--- src/rtl/quad_gen.sv ---
`default_nettype none
// ============================================================================
// Module   : quad_gen
// Purpose  : Quadrature A/B generator. Walks an internal position toward a
//            loaded target, one Gray-code edge per step, with a fixed number
//            of clocks between edges. Takes the shortest modular path; a tie
//            goes forward.
// Revision : 1.0 - initial release
// ============================================================================
module quad_gen #(
  parameter int WIDTH    = 10,
  parameter int STEP_DIV = 1000
) (
  input  logic             clk,
  input  logic             reset,     // asynchronous, active-low
  input  logic             load,
  input  logic [WIDTH-1:0] target,
  input  logic             hold,
  output logic             a,
  output logic             b,
  output logic [WIDTH-1:0] position,
  output logic             busy,
  output logic             done
);

  // Timer only has to hold STEP_DIV-1, so clog2(STEP_DIV) bits are enough.
  localparam int TW = (STEP_DIV > 2) ? $clog2(STEP_DIV) : 1;
  localparam logic [TW-1:0]    RELOAD = TW'(STEP_DIV - 1);
  localparam logic [TW-1:0]    T_ONE  = TW'(1);
  localparam logic [WIDTH-1:0] P_ONE  = WIDTH'(1);
  localparam logic [WIDTH-1:0] HALF   = {1'b1, {(WIDTH-1){1'b0}}};

  logic [WIDTH-1:0] target_reg;
  logic [TW-1:0]    timer;
  logic [WIDTH-1:0] diff;
  logic             forward;
  logic [WIDTH-1:0] next_pos;

  // Direction and next position: shortest modular path, exact half goes forward.
  always_comb begin
    diff     = target_reg - position;
    forward  = (diff <= HALF);
    next_pos = forward ? (position + P_ONE) : (position - P_ONE);
  end

  assign busy = (position != target_reg);

  // Target capture, step timer, position and A/B encoding.
  always_ff @(posedge clk or negedge reset) begin
    if (!reset) begin
      target_reg <= '0;
      position   <= '0;
      timer      <= '0;
      a          <= 1'b0;
      b          <= 1'b0;
      done       <= 1'b0;
    end else begin
      done <= 1'b0;
      if (load) begin
        target_reg <= target;
      end
      if (!busy) begin
        // Idle keeps the timer at zero so a fresh load steps on the next edge.
        timer <= '0;
      end else if (!hold) begin
        if (timer == '0) begin
          position <= next_pos;
          // Gray code of position[1:0]: 0->00, 1->10, 2->11, 3->01.
          a        <= next_pos[1] ^ next_pos[0];
          b        <= next_pos[1];
          timer    <= RELOAD;
          done     <= (next_pos == target_reg);
        end else begin
          timer <= timer - T_ONE;
        end
      end
    end
  end

endmodule
`default_nettype wire

--- config.mk ---
export PLATFORM = sky130hd
export DESIGN_NAME = quad_gen
export DESIGN_NICKNAME = d
export VERILOG_FILES = /design/src/rtl/quad_gen.sv
export SDC_FILE = /design/constraint.sdc
export NUM_CORES = 1
export LEC_CHECK = 0
export CELL_PAD_IN_SITES_DETAIL_PLACEMENT = 0
export CELL_PAD_IN_SITES_GLOBAL_PLACEMENT = 1
export CORE_UTILIZATION = 48
export CTS_BUF_LIST = sky130_fd_sc_hd__clkbuf_8
export CTS_CLUSTER_DIAMETER = 150
export CTS_CLUSTER_SIZE = 12
export DETAILED_ROUTE_END_ITERATION = 16
export HOLD_SLACK_MARGIN = 0.1
export PLACE_DENSITY_LB_ADDON = 0.1
export SETUP_SLACK_MARGIN = 0.4
export SYNTH_ARGS = -nofsm -noshare
export SYNTH_HDL_FRONTEND = slang
export SYNTH_SLANG_ARGS = --single-unit
--- constraint.sdc ---
create_clock -name clk -period 6.7 [get_ports clk]
set_input_delay 1.34 -clock clk [delete_from_list [all_inputs] [get_ports clk]]
set_output_delay 1.34 -clock clk [all_outputs]
set_load 0.05 [all_outputs]
# Word level (Yosys, flattened, before mapping)
# Cells that the tools add are included.
# word_totals
input_bits	14
elab_cells	25
reg_bits	33
out_inout_bits	14
# op_classes
eq_ne	3
n_reduce_logical	2
add_sub_neg	4
bitwise	2
n_lt_le_gt_ge	1
n_mux	7
# ops
cell	n
2-to-1 mux 10 bit	4
subtractor 10 x 1 -> 10 bit, second input constant	2
adder 10 x 1 -> 10 bit, second input constant	1
equality test 10 bit	1
less-or-equal comparator 10 bit, second input constant	1
logical NOT 10 bit	1
!= test 10 bit	1
subtractor 10 bit	1
2-to-1 mux 1 bit	3
AND reduction 3 bit	1
!= test 2 bit, second input constant	1
inverter 1 bit	1
bitwise XOR 1 bit	1

# Logic depth before layout (Yosys ltp)
# Gate-level depths: netlist (run 1).
# depth
ltp_word	7
mapped_depth	18
mapped_depth_nobuf	18

# Worst setup path after synthesis (run 1)
# OpenSTA, ideal clock, no wires.
# synth_path
path_type	reg2reg
start	register position[0]
end	register done
setup_time_ps	96
path_stages_with_launch	15
t_arrival_ps	4259
required_time_ps	6604
synth_period_minus_slack_ps	4354
slack_ps	2346
n_path_buf	0
cell_sequence	dfrtp_1 > ha_1 > fa_1 > nand2b_1 > a21oi_2 > a21oi_2 > xnor2_2 > a2111oi_4 > nor2_1 > fa_1 > xor2_1 > or4_1 > a2111oi_2 > nand4_1 > nor4_2
# synth_between
elab_chain_len	7
word_cells_on_any_way	10
cone_classes	add/sub: 3; order compare: 1; eq/ne: 2; mux: 4
# synth_lines
item	line	source
start, declared	21	output logic [WIDTH-1:0] position,
start signal, assigned	67	position <= next_pos;
subtractor 10 bit	41	diff = target_reg - position;
less-or-equal comparator 10 bit	42	forward = (diff <= HALF);
2-to-1 mux 10 bit (*)	43	next_pos = forward ? (position + P_ONE) : (position - P_ONE);
named net next_pos[1]	37	logic [WIDTH-1:0] next_pos;
equality test 10 bit (*)	72	done <= (next_pos == target_reg);
2-to-1 mux 1 bit (*)	66	if (timer == '0) begin
2-to-1 mux 1 bit (*)	65	end else if (!hold) begin
2-to-1 mux 1 bit (*)	62	if (!busy) begin
end signal, assigned	72	
end, declared	23	output logic done
# The timed path passes the listed nets; every way through them passes the cells marked *.
# A chain may end at the register's enable or synchronous reset.

# Worst setup path after layout (run 1)
# Ends and elaborated chain as after synthesis.

==> flow_metrics.py, run 1 <==
metrics = {
    "clock_network": {
        "cts_tree": "done",
        "clock_path_buffers": 2,
        "cts_made_buffers": 5,
        "hold_buffers": 0,
        "ctsResizeCount": 0,
        "insertion_delay_ns": 0.29,
        "htree_levels": 2,
        "clock_sinks": 32,
        "clk_pin_slew_ns": 0.07,
        "cts_setup_buffers": 0,
        "cts-root-buf": "clkbuf_8",
    },
    "floorplan": {
        "die_w_um": 72.4,
        "die_h_um": 72.4,
        "rows": 25,
        "die_area_mm2": 0.00524,
        "start_util_pct": 50.0,
        "pin_count": 28,
        "core_area_mm2": 0.00475,
    },
    "sta": {
        "holdWs_ns": 0.484,
        "hold_viol": 0,
        "worst_pin_slew_ns": 0.784,
        "rsz0062_at_grt": "no",
        "fin_crit_sh_pct": 66.9,
        "worst_slack_ns": 2.22,
        "maxSlewHeadroom_pct": 47.5,
        "max_freq_ghz": 0.223,
        "drv_slew": 0,
        "period_needed_ns": 4.48,
        "finClkSkew_ns": 0.00553,
        "finalSetupTns_ns": 0,
        "finalSetupViolations": 0,
    },
    "setup_path": {
        "startpoint_type": "flip-flop",
        "critPathMaxFanout": 10,
        "worst_ep_arrival_time_ns": 4.68,
        "crit_path_end_kind": "flip-flop",
        "criticalPathCategory": "flip-flop to flip-flop",
        "required_ns": 6.90,
    },
    "route": {
        "drc": 0,
        "vias_per_cell": 5.38,
        "vias": 1871,
        "drtAntennaViolNets": 0,
        "wl_per_cell_um": 15.0,
        "drt_iter0_drc": 85,
        "drt_first_pass_iters": 4,
        "finalWirelength_mm": 5.21,
    },
    "global_route": {
        "grt_use_total_pct": 22.8,
        "grt_pass1_wl_mm": 8.87,
        "grt_overflow": 0,
        "grt_pass1_vias": 1852,
        "antenna_found_initial": 0,
        "grt_max_degree": 33,
    },
    "finish": {
        "layout-drive-gt1-share_pct": 14.9,
        "area_growth_pct": 18.0,
        "final_nets": 314,
        "post-route-util_pct": 59.1,
        "n_antenna_cell": 0,
    },
    "placement": {
        "pre_cts_slack_ns": 2.22,
        "dp_hpwl_mm": 4.01,
        "gp_congestion": 0.791,
        "io_buffers": 27,
    },
    "synth": {
        "avgSynthCellArea_um2": 9.55,
        "synth_nets": 283,
        "ys_seq_area_share_pct": 33.7,
        "synthArstFlopShare_pct": 100,
        "synthCells": 249,
        "synth_edf_count": 0,
        "yosys_warnings": 0,
        "ys_seq_elements": 32,
        "synthFlopType": "dfrtp_1",
        "synth_cell_types": 51,
        "syn-cell-area_mm2": 0.00238,
    },
    "hold_path": {
        "min_path_type": "flip-flop to flip-flop",
    },
    "outcome": {
        "status": "finished clean",
    },
    "run": {
        "maxCapViolCount": 0,
    },
}
-- through the flow --
stage          area (um2)  cells
6_report             2810    348
5_1_grt              2810    348
4_1_cts              2810    348
3_5_place_dp         2710    340
3_3_place_gp         2710    340
2_1_floorplan        2380    249
-- cell usage after synthesis (3+ instances only) --
cell type	n	area (um2)
nor3_1	9	45.0
ha_1	18	225
a211oi_1	4	30.0
o21ai_0	15	75.1
a21oi_1	10	50.1
nand3_1	3	15.0
xor2_1	12	105
nor2_1	31	116
xnor2_1	12	105
inv_1	18	67.6
nor2b_1	3	18.8
o21ai_1	4	20.0
dfrtp_1	32	801
a21o_1	4	30.0
mux2_2	12	135
a21oi_2	6	52.6
nand2_1	13	48.8
-- path summary, 6_finish.rpt --
check / endpoint / cells past startpoint / startpoint / slack, ns
hold / removal: a / 2 / a / 0.48
setup reg to reg: done / 14 / position[0] / 2.22
hold reg to reg: a / 2 / a / 0.48
setup / recovery: done / 14 / position[0] / 2.22
max in group asynchronous: target_reg[9] / 2 / reset / 4.93
min in group asynchronous: target_reg[6] / 2 / reset / 1.45
-- routing by layer --
metal	wire length [um]	share of wire, %	track usage, %
met4	128	2.5	9.15
met2	2580	49	38.9
met1	2320	44	28.1
met3	189	3.6	4.58
met5	0	0	0
-- cells by family after synthesis --
group           Yosys count  synth area share (%)
fa+ha+maj                20                  11.2
mux                      15                  7.00
xor+xnor                 26                  10.5
flops                    32                  33.7
buf+inv                  24                  4.42
compound gates           56                  17.2
simple gates             76                  16.1
-- cell type report --
| type | instances | area, um2 |
|---|---|---|
| fill | 451 | 1950 |
| multi-input combinational | 193 | 1470 |
| sequential | 32 | 801 |
| timing repair buffer | 29 | 285 |
| tap | 67 | 83.8 |
| clock buffer | 6 | 82.6 |
| inverter | 19 | 71.3 |
| clock inverter | 2 | 11.3 |
-- critical path: stages (launching register included) --
cell and delay (ns):
dfrtp_1 0.47, ha_1 0.26, fa_1 0.38, nand2b_1 0.18, a21oi_2 0.19, a21oi_2 0.09
xnor2_2 0.18, a2111oi_4 0.08, nor2_1 0.61, fa_1 0.60, xor2_1 0.18, or4_1 0.49
a2111oi_2 0.29, nand4_1 0.16, nor4_2 0.23
-- cells in the final DEF, fill, tap and decap left out, types with 2 or more instances in the layout --
cell / instances
clkbuf_8: 6
a21o_1: 4
clkdlybuf4s50_1: 27
a2111oi_2: 2
nor3_1: 9
mux2_2: 12
ha_1: 18
buf_4: 2
dfrtp_1: 32
xnor2_1: 12
nor2_1: 31
nand3_1: 3
a211oi_1: 4
nor2b_1: 3
a21oi_2: 6
o21a_1: 2
nand2_1: 13
inv_1: 19
a21oi_1: 10
o21ai_0: 15
nor3_2: 2
o21ai_1: 4
mux2i_1: 2
nand4_1: 2
xor2_1: 12
nand3b_1: 2
fa_1: 2
nand2b_1: 2
Power of run 1 is not shown: default switching activity piles up to over one toggle a cycle in this logic, so the estimate is an artifact.
==> run 2, diff against run 1 <==
--- a/config.mk
+++ b/config.mk
@@ -7,7 +7,7 @@
 export LEC_CHECK = 0
 export CELL_PAD_IN_SITES_DETAIL_PLACEMENT = 0
 export CELL_PAD_IN_SITES_GLOBAL_PLACEMENT = 1
-export CORE_UTILIZATION = 48
+export CORE_UTILIZATION = 45
 export CTS_BUF_LIST = sky130_fd_sc_hd__clkbuf_8
 export CTS_CLUSTER_DIAMETER = 150
 export CTS_CLUSTER_SIZE = 12
==> constraint.sdc (replaced) <==
create_clock -name clk -period 4.5 [get_ports clk]
set_input_delay 0.9 -clock clk [delete_from_list [all_inputs] [get_ports clk]]
set_output_delay 0.9 -clock clk [all_outputs]
set_load 0.05 [all_outputs]
==> run 2 against run 1 <==
Compared with the run above: flip-flop and latch count unchanged; clock skew down 0.0026 ns; setup slack worse by 1.8 ns; sequential share of layout area decreased by 1.8 points; largest cell class unchanged; hold slack improved by 0.012 ns; via count fell by 0.16%; critical path depth grew 2; critical endpoint unchanged; register-to-register slack worse by 1.8 ns.
==> flow_metrics.py, run 2 (same netlist as run 1, synthesis figures left out) <==
metrics = {
    "outcome": {
        "status": "finished clean",
    },
    "sta": {
        "max_freq_ghz": 0.247,
        "drv_slew": 0,
        "rsz0062_at_grt": "yes",
        "finalSetupViolations": 0,
        "holdWs_ns": 0.496,
        "maxSlewHeadroom_pct": 61.7,
        "fin_crit_sh_pct": 89.9,
        "worst_pin_slew_ns": 0.572,
        "period_needed_ns": 4.04,
        "hold_viol": 0,
        "finClkSkew_ns": 0.00288,
        "finalSetupTns_ns": 0,
    },
    "clock_network": {
        "cts-root-buf": "clkbuf_8",
        "clock_sinks": 32,
        "clk_pin_slew_ns": 0.06,
        "cts_made_buffers": 5,
        "clock_path_buffers": 2,
        "cts_tree": "done",
        "htree_levels": 2,
        "insertion_delay_ns": 0.28,
    },
    "floorplan": {
        "die_area_mm2": 0.00558,
        "core_area_mm2": 0.00511,
        "die_w_um": 74.7,
        "die_h_um": 74.7,
        "start_util_pct": 46.6,
        "pin_count": 28,
        "rows": 26,
    },
    "placement": {
        "gp_congestion": 0.784,
        "io_buffers": 27,
        "dp_hpwl_mm": 3.97,
    },
    "finish": {
        "area_growth_pct": 26.7,
        "final_nets": 323,
        "final_cell_mix": "nor2_1, dfrtp_1, clkdlybuf4s50_1",
        "n_antenna_cell": 0,
        "layout-drive-gt1-share_pct": 23.8,
        "post-route-util_pct": 59.0,
    },
    "setup_path": {
        "worst-path-buf-inv": 2,
        "criticalPathCategory": "flip-flop to flip-flop",
        "worstSetupStartpoint": "position[0]",
        "timing.rr.start": "position[0]",
        "crit_path_top_delay_cell": "fa_2",
        "crit_family": "simple AND/OR/NAND/NOR gates",
        "startpoint_type": "flip-flop",
        "crit_path_end_kind": "flip-flop",
        "cp.depth": 16,
        "reg2reg_to": "done",
        "required_ns": 4.69,
        "critPathMaxStageDelay_ns": 0.58,
        "r2r_setup_slack_ns": 0.46,
        "r2r_cells": 16,
        "critPathMaxFanout": 4,
        "worst_ep_arrival_time_ns": 4.23,
        "endpoint": "done",
        "cp_cell_sequence": "ha_4 > fa_2 > nand2b_4 > a21oi_4 > buf_6 > buf_6 > a21oi_4 > xnor2_2 > a2111oi_4 > nor2_4 > fa_2 > xor2_1 > or4_4 > a2111oi_4 > nand4_1 > nor4_2",
    },
    "run": {
        "maxCapViolCount": 0,
    },
    "route": {
        "drc": 0,
        "wl_per_cell_um": 15.2,
        "drt_first_pass_iters": 4,
        "drt_iter0_drc": 104,
        "vias": 1868,
        "finalWirelength_mm": 5.47,
        "vias_per_cell": 5.19,
        "drtAntennaViolNets": 0,
    },
    "global_route": {
        "grt_max_degree": 33,
        "grt_overflow": 0,
        "grt_pass1_wl_mm": 8.97,
        "antenna_found_initial": 0,
        "grt_pass1_vias": 1830,
        "grt_use_total_pct": 21.7,
    },
    "hold_path": {
        "holdPathStages": 2,
        "min_path_type": "flip-flop to flip-flop",
    },
}
[run 2: repair_timing]
action | CTS | global route
pin swaps | 10 | 13
setup buffers | 7 | 2
resized for setup | 11 | 12
endpoints found under the setup margin | 3 | 4
hold buffers | 0 | 0
[run 2: worst min path at each step]
stage,startpoint,end
global route,position[9],position[9]
CTS,a,a
detailed placement,a,a
global placement,a,a
finish,a,a
floorplan,timer[3],timer[3]
[run 2: worst min-delay path: stages (launching register included)]
cell and delay, ns:
dfrtp_1 0.35, nand2_1 0.05, o21ai_0 0.07
[run 2: metrics by stage]
step                      std cells  cell area [um2]  worst slack, ns
after global routing            360             3010            0.233
after floorplan                 249             2390            0.375
after CTS                       358             2930            0.370
after global placement          343             2730            0.352
final                           360             3010            0.455
after detailed placement        343             2730            0.180
[run 2: layout make-up]
cell class,count,area [um2]
Multi-Input combinational cell,193,1600
Timing Repair Buffer,38,360
Clock buffer,6,82.6
Inverter,19,71.3
Tap cell,70,87.6
Fill cell,481,2090
Clock inverter,2,7.51
Sequential cell,32,805
[run 2: per-layer routing]
metal  part of all wire [%]  vias to the layer above  GRT usage (%)
met2                     45                       34           35.6
met1                     51                      876           29.5
met4                   0.82                        0           5.03
li1                       -                      954              -
met3                    2.9                        4           4.15
met5                      0                        -              0
Power of run 2 is left out for the same reason.
